`src/rtl/pipe_hazard_ctrl.sv`:
```
// rtl/pipe_hazard_ctrl.sv - stall/flush sequencer for the 4-stage RV32I pipeline
module pipe_hazard_ctrl #(
  parameter int FLUSH_CYC   = 2,
  parameter int MEM_TIMEOUT = 64,
  parameter int CNT_W       = 16
) (
  input  logic             clk,
  input  logic             rst,
  input  logic [31:0]      instr_if2id,
  input  logic             ld_exe,
  input  logic [4:0]       rd_exe,
  input  logic             redirect_exe,
  input  logic             dmem_req,
  input  logic             dmem_ack,
  output logic             pc_hold,
  output logic             ifid_hold,
  output logic             ide_wait,
  output logic             flush,
  output logic             exe_hold,
  output logic             mem_err,
  output logic [CNT_W-1:0] stall_cnt,
  output logic [CNT_W-1:0] flush_cnt
);

  localparam int TMO_W = $clog2(MEM_TIMEOUT + 1);

  typedef enum logic [1:0] {RUN, LD_STALL, FLUSH, MEM_WAIT} state_t;

  state_t             state_q, state_d;
  logic [2:0]         fcnt_q, fcnt_d;
  logic [2:0]         pend_q, pend_d;
  logic [TMO_W-1:0]   tmo_q, tmo_d;
  logic               mem_err_q, mem_err_d;
  logic [CNT_W-1:0]   stall_cnt_q, stall_cnt_d;
  logic [CNT_W-1:0]   flush_cnt_q, flush_cnt_d;

  logic uses_rs1, uses_rs2, hz, memwait, redirect_acc;
  logic ph, fl, iw;
  logic [4:0] rs1, rs2;
  logic unused_instr_bits;

  assign unused_instr_bits = ^{instr_if2id[31:25], instr_if2id[14:7]};
  assign rs1     = instr_if2id[19:15];
  assign rs2     = instr_if2id[24:20];
  assign memwait = dmem_req & ~dmem_ack;

  always_comb begin
    uses_rs1 = 1'b0;
    uses_rs2 = 1'b0;
    case (instr_if2id[6:0])
      7'b0110011, 7'b0100011, 7'b1100011: begin
        uses_rs1 = 1'b1;
        uses_rs2 = 1'b1;
      end
      7'b0000011, 7'b0010011, 7'b1100111: uses_rs1 = 1'b1;
      default: ;
    endcase
  end

  assign hz = ld_exe & (rd_exe != 5'd0) &
              ((uses_rs1 & (rs1 == rd_exe)) | (uses_rs2 & (rs2 == rd_exe)));

  always_comb begin
    state_d      = state_q;
    fcnt_d       = fcnt_q;
    pend_d       = pend_q;
    tmo_d        = tmo_q;
    mem_err_d    = mem_err_q;
    ph           = 1'b0;
    fl           = 1'b0;
    iw           = 1'b0;
    redirect_acc = 1'b0;
    case (state_q)
      RUN, LD_STALL: begin
        if (memwait) begin
          ph      = 1'b1;
          state_d = MEM_WAIT;
          tmo_d   = TMO_W'(1);
          pend_d  = 3'd0;
        end else if (redirect_exe) begin
          fl           = 1'b1;
          iw           = 1'b1;
          redirect_acc = 1'b1;
          if (FLUSH_CYC > 1) begin
            state_d = FLUSH;
            fcnt_d  = 3'(FLUSH_CYC - 1);
          end else begin
            state_d = RUN;
          end
        end else if (state_q == RUN && hz) begin
          ph      = 1'b1;
          iw      = 1'b1;
          state_d = LD_STALL;
        end else begin
          state_d = RUN;
        end
      end
      FLUSH: begin
        if (memwait) begin
          // remaining flush cycles resume once the memory access finishes
          ph      = 1'b1;
          pend_d  = fcnt_q;
          state_d = MEM_WAIT;
          tmo_d   = TMO_W'(1);
        end else begin
          fl = 1'b1;
          iw = 1'b1;
          if (redirect_exe) begin
            redirect_acc = 1'b1;
            fcnt_d       = 3'(FLUSH_CYC - 1);
          end else if (fcnt_q == 3'd1) begin
            state_d = RUN;
          end else begin
            fcnt_d = fcnt_q - 3'd1;
          end
        end
      end
      MEM_WAIT: begin
        if (dmem_ack || tmo_q == TMO_W'(MEM_TIMEOUT)) begin
          if (!dmem_ack) mem_err_d = 1'b1;
          fcnt_d  = pend_q;
          state_d = (pend_q != 3'd0) ? FLUSH : RUN;
        end else begin
          ph    = 1'b1;
          tmo_d = tmo_q + TMO_W'(1);
        end
      end
      default: state_d = RUN;
    endcase

    stall_cnt_d = stall_cnt_q;
    flush_cnt_d = flush_cnt_q;
    if (ph && stall_cnt_q != '1) stall_cnt_d = stall_cnt_q + CNT_W'(1);
    if (redirect_acc && flush_cnt_q != '1) flush_cnt_d = flush_cnt_q + CNT_W'(1);
  end

  always_ff @(posedge clk or posedge rst) begin
    if (rst) begin
      state_q     <= RUN;
      fcnt_q      <= 3'd0;
      pend_q      <= 3'd0;
      tmo_q       <= '0;
      mem_err_q   <= 1'b0;
      stall_cnt_q <= '0;
      flush_cnt_q <= '0;
    end else begin
      state_q     <= state_d;
      fcnt_q      <= fcnt_d;
      pend_q      <= pend_d;
      tmo_q       <= tmo_d;
      mem_err_q   <= mem_err_d;
      stall_cnt_q <= stall_cnt_d;
      flush_cnt_q <= flush_cnt_d;
    end
  end

  // outputs are combinational, so gate them to stay quiet while rst is high
  assign pc_hold   = ph & ~rst;
  assign ifid_hold = ph & ~rst;
  assign exe_hold  = ph & ~rst & (state_q == MEM_WAIT || memwait);
  assign ide_wait  = iw & ~rst;
  assign flush     = fl & ~rst;
  assign mem_err   = mem_err_q;
  assign stall_cnt = stall_cnt_q;
  assign flush_cnt = flush_cnt_q;

endmodule

```
`config.mk`:
```
export PLATFORM = sky130hd
export DESIGN_NAME = pipe_hazard_ctrl
export DESIGN_NICKNAME = d
export VERILOG_FILES = /design/src/rtl/pipe_hazard_ctrl.sv
export SDC_FILE = /design/constraint.sdc
export NUM_CORES = 1
export LEC_CHECK = 0
export BUFFER_PORTS_ARGS = -buffer_cell sky130_fd_sc_hd__buf_2
export CAP_MARGIN = 10
export CORE_MARGIN = 2
export CORE_UTILIZATION = 47
export DETAILED_ROUTE_END_ITERATION = 12
export GPL_ROUTABILITY_DRIVEN = 0
export PLACE_DENSITY = 0.74
export SYNTH_ARGS = -nofsm -noshare
export SYNTH_HDL_FRONTEND = slang
export SYNTH_SLANG_ARGS = --single-unit
```
`constraint.sdc`:
```
create_clock -name clk -period 3 [get_ports clk]
set_input_delay 0.6 -clock clk [delete_from_list [all_inputs] [get_ports clk]]
set_output_delay 0.6 -clock clk [all_outputs]
set_load 0.05 [all_outputs]
```
### Word-level counts from Yosys, hierarchy flattened

Index checks and enable logic that the tools add are counted.

* flip-flop bits (word level): 48
* bits of input ports: 43
* output and inout bits: 38
* logic and storage cells: 105

* add/sub/neg operators: 4
* eq/ne operators: 26
* mux-type cells: 38
* bitwise gates (word level): 12
* reductions and logical operators: 18

Operators by type and width (count)
* $add A16 B1 Y16 const B: 2
* $ne A16 B16 Y1 const B: 2
* $mux W3: 8
* $eq A7 B7 Y1 const B: 3
* $eq A7 B6 Y1 const B: 2
* $mux W1: 14
* $mux W2: 7
* $mux W7: 2
* $ne A2 B2 Y1 const B: 7
* $pmux W7 S2: 1
* $eq A5 B5 Y1: 2
* $and A1 B1 Y1: 9
* $ne A3 B3 Y1 const B: 3
* $pmux W3 S3: 1
* $reduce_and A3 Y1: 3
* $add A7 B1 Y7 const B: 1
* $eq A7 B2 Y1 const B: 1
* $eq A7 B5 Y1 const B: 1
* $pmux W2 S3: 1
* $pmux W3 S2: 1
* $reduce_or A3 Y1: 2
* $reduce_or A6 Y1: 1
* $reduce_and A5 Y1: 1
* $reduce_bool A5 Y1: 1
* other kinds (16): 22

### Depth between registers and ports, before layout

* word-level depth: 13
* gate-level depth with buffers: 9
* mapped depth without buffers: 8

### Worst setup path before layout

OpenSTA, ideal clock, no wires.

* path kind: input to output
* from: input port rd_exe[1]
* to: output port ide_wait
* arrival time: 2.515 ns
* data required time: 2.400 ns
* path slack: -0.115 ns
* stages on the path: 5
* buffers on the path: 0
* path through: xnor2_1 nand4b_1 o22a_2 or2b_1 a211oi_1

* word-level cells in the longest chain between the ends: 10
* elaborated cells on any way between the ends: 14
* those cells by class: eq/ne: 2; mux: 4; bitwise: 6; reduce/logical: 2

RTL lines
* start, declared: line 11 `input logic [4:0] rd_exe,`
* $eq A5 B5 Y1: line 61 `((uses_rs1 & (rs1 == rd_exe)) | (uses_rs2 & (rs2 == rd_exe)));`
* $and A1 B1 Y1: line 61
* $or A1 B1 Y1: line 61
* $and A1 B1 Y1 *: line 60 `assign hz = ld_exe & (rd_exe != 5'd0) &`
* $logic_and A1 B1 Y1 *: line 90 `end else if (state_q == RUN && hz) begin`
* $mux W1 *: line 90
* $mux W1 *: line 80 `end else if (redirect_exe) begin`
* $mux W1 *: line 75 `if (memwait) begin`
* $pmux W1 S2 *: line 73 `case (state_q)`
* $and A1 B1 Y1 *: line 161 `assign ide_wait = iw & ~rst;`
* end, declared: line 17 `output logic ide_wait,`

Mark *: on every way between the ends. The rest lies on a longest branch, timed or not.

### Worst setup path in the final report

* from: register tmo_q[0]
* to: output port pc_hold

* word-level cells in the longest chain between the ends: 5

RTL lines
* start, declared: line 32 `logic [TMO_W-1:0] tmo_q, tmo_d;`
* start signal, assigned: line 150 `tmo_q <= tmo_d;`
* $eq A7 B7 Y1: line 119 `if (dmem_ack || tmo_q == TMO_W'(MEM_TIMEOUT)) begin`
* $logic_or A1 B1 Y1: line 119
* $mux W1: line 119
* $pmux W1 S3: line 73
* $and A1 B1 Y1: line 158 `assign pc_hold = ph & ~rst;`
* end, declared: line 15 `output logic pc_hold,`

No other way between the ends.

==> out/results.tsv <==
stage	metric	value	unit
outcome	outcome	complete, no violations	
power	seqPwrFrac	0.433	
clock_network	cts-buffers-inserted	5	
die	dieWidth	78.0	um
detailed_routing	drt_iter0_markers	99	
timing	drv_slew	0	
timing	rsz0062_at_grt	false	
synth	yosysMostFrequentCell	dfrtp_1	
power	powerDensity	734	nW/um^2
layout	final_nets	361	
timing	max-slew-margin-rel	0.537	
die	fp.dieH	78.0	um
clock_network	clk_latency	300	ps
critical_path	crit_path_max_incr_delay	460	ps
power	intPower	1250	uW
synth	netlist_area	2570	um^2
clock_network	clock_tree.buffer_depth	2	
critical_path	cp-start-kind	register	
critical_path	crit_chain	inv_1, ha_1, and2_1, a311oi_4, o21bai_1, and2_1, buf_2	
global_routing	grt_pass1_wl	9080	um
clock_network	cts-root-buf	clkbuf_8	
synth	synth_cell_type_count	48	
layout	syn_to_final_growth	18.6	%
synth	synthesis.nets	294	
die	core_area	5200	um^2
synth	synth-edff-count	0	
power	p_leak	0.00146	uW
synth	synth_area_leaders	dfrtp_1 47%, xnor2_1 12%, nand4_1 4.6%	
die	start_util	0.494	
power	clkPwrFrac	0.179	
synth	synthFlopType	dfrtp_1	
power	ir_drop	552	uV
placed_design	dp_hpwl	3900	um
global_routing	grt_max_degree	40	
clock_network	cts_resized	0	
global_routing	grt_pass1_vias	1969	
global_routing	antenna_found_initial	0	
layout	final_layout_size_suffix_gt1_frac	0.291	
critical_path	crit_top_cell	and2_1	
power	p_comb_frac	0.388	
power	switching_share	0.441	
synth	synth_common_cells	48 x dfrtp_1, 35 x xnor2_1, 21 x nand2_1, 19 x nand4_1, 11 x nor2_1	
critical_path	crit_arrival	2290	ps
synth	yosysTopAreaCell	dfrtp_1	
detailed_routing	drtAntennaViolNets	0	
clock_network	tritoncts	yes	
critical_path	worstPathRequired	2400	ps
power	p_switching	986	uW
die	die_area	6080	um^2
synth	netlist_instances	245	
critical_path	crit_fanout	7	
detailed_routing	first_pass_iters	4	
timing	fin_crit	2890	ps
layout	antenna_cells	0	
critical_path	end_kind	output pin	
die	io-pin-count	81	
synth	yosysTopAreaCellShare	0.467	
synth	synth.ff_latch_count	48	
timing	max_freq	346	MHz
detailed_routing	wl_per_cell	13.9	um
timing	setup_viol	0	
job	max_cap_viol_count	0	
synth	ys_seq_area_frac	0.467	
timing	finalWorstSetupSlack	114	ps
timing	period_share	0.962	
clock_network	post_cts_buffers	0	
synth	syn_area_per_cell	10.5	um^2
clock_network	path_clk_slew	80	ps
placed_design	dp_slack	312	ps
timing	tightestPinTransition	694	ps
timing	tns	0	ps
global_routing	grt-ovfl-total	0	
synth	yosysWarnings	0	
detailed_routing	drt-total-wl	5320	um
detailed_routing	vias	2027	
clock_network	cts-htree-levels	2	
placed_design	place.port_buffers	65	
clock_network	cts.sinks	48	
die	rows	26	
synth	ys_async_sr_fraction	1.00	
timing	hold_viol	0	
timing	final.setup_skew	5.08	ps
worst_hold_path	hp-class	in -> async	
clock_network	postCtsHoldBufs	0	
detailed_routing	drc	0	
detailed_routing	via_per_inst	5.29	
critical_path	critical_path_class	reg -> out	
global_routing	track_usage	0.185	
critical_path	crit_slowest_cell	a311oi_4	
power by group through the flow:
| stage | Combinational (uW) | Sequential [uW] | Clock, uW |
|---|---|---|---|
| floorplan | 418 | 1220 | 0 |
| global placement | 846 | 976 | 0 |
| detailed placement | 867 | 979 | 0 |
| CTS | 876 | 967 | 414 |
| global route | 945 | 1000 | 446 |
| finish | 868 | 968 | 401 |
cell usage in the layout, fill, tap and decap left out, types with 3 or more instances in the layout:
cell,Yosys,layout
buf_2,0,65
dfrtp_1,48,48
xnor2_1,35,35
nand2_1,21,21
nand4_1,19,19
nor2_1,11,11
and3_1,9,9
nand3_1,9,9
inv_1,9,8
and2_1,8,8
xor2_1,8,8
o21ai_0,7,7
a21oi_1,6,6
ha_1,6,6
clkbuf_8,0,6
a22o_1,3,3
nand3_2,3,3
clkinvlp_4,0,3
state kept, by name, summed over array words and instances (netlist names):
register   flops
flush_cnt     16
fcnt_q         3
tmo_q          7
state_q        2
mem_err        1
stall_cnt     16
pend_q         3
layout make-up:
class	count	area, um^2
Tap cell	70	87.6
Timing Repair Buffer	66	333
Clock buffer	6	82.6
Multi-Input combinational cell	182	1290
Clock inverter	2	15.0
Fill cell	475	2160
Inverter	9	37.5
Sequential cell	48	1200
critical path, delay by kind of cell (launching register included):
kind                       cells  cell delay [ps]
buffers and inverters          2              360
adders and majority gates      1              200
and+or+nand+nor                2              360
DFF                            1              400
AOI/OAI and AO/OA              2              680
path summary, 6_finish.rpt:
path / startpoint / to / slack, ps / depth (start not counted)
setup reg to reg: stall_cnt[0] / stall_cnt[6] / 700 / 7
setup / recovery: tmo_q[0] / pc_hold / 110 / 7
max in group asynchronous: rst / flush_cnt[14] / 2020 / 3
min in group clk: stall_cnt[13] / stall_cnt[13] / 490 / 1
hold reg to reg: stall_cnt[13] / stall_cnt[13] / 490 / 1
hold / removal: rst / pend_q[0] / 250 / 2
layer usage:
metal | up-vias | wire length, um | global-route usage
met1 | 964 | 2420 | 0.246
met2 | 59 | 2570 | 0.309
li1 | 1002 | - | -
met3 | 2 | 285 | 0.0372
met5 | - | 0 | 0
met4 | 0 | 42 | 0.0474
logic make-up (layout without fill, tap and decap cells):
group                    count (synthesis)  after routing  share of synthesized area
flip-flops                              48             48                      0.467
AO/OA/AOI/OAI                           30             30                     0.0876
multiplexers                             3              3                     0.0127
AND/OR/NAND/NOR                        100            100                      0.225
adder cells (fa/ha/maj)                  6              6                     0.0292
XOR/XNOR                                43             43                      0.146
buffers and inverters                   15             83                     0.0321
metrics by stage:
stage               std cells  power [uW]  utilization  hold slack [ps]  cell area [um^2]
floorplan                 245        1640            -              510              2580
global placement          375        1820        0.567              438              2950
detailed placement        375        1850        0.567              462              2950
CTS                       383        2260        0.586              254              3050
global route              383        2390        0.586              258              3050
finish                    383        2240        0.586              251              3050
(Power assumes the default switching activity.)
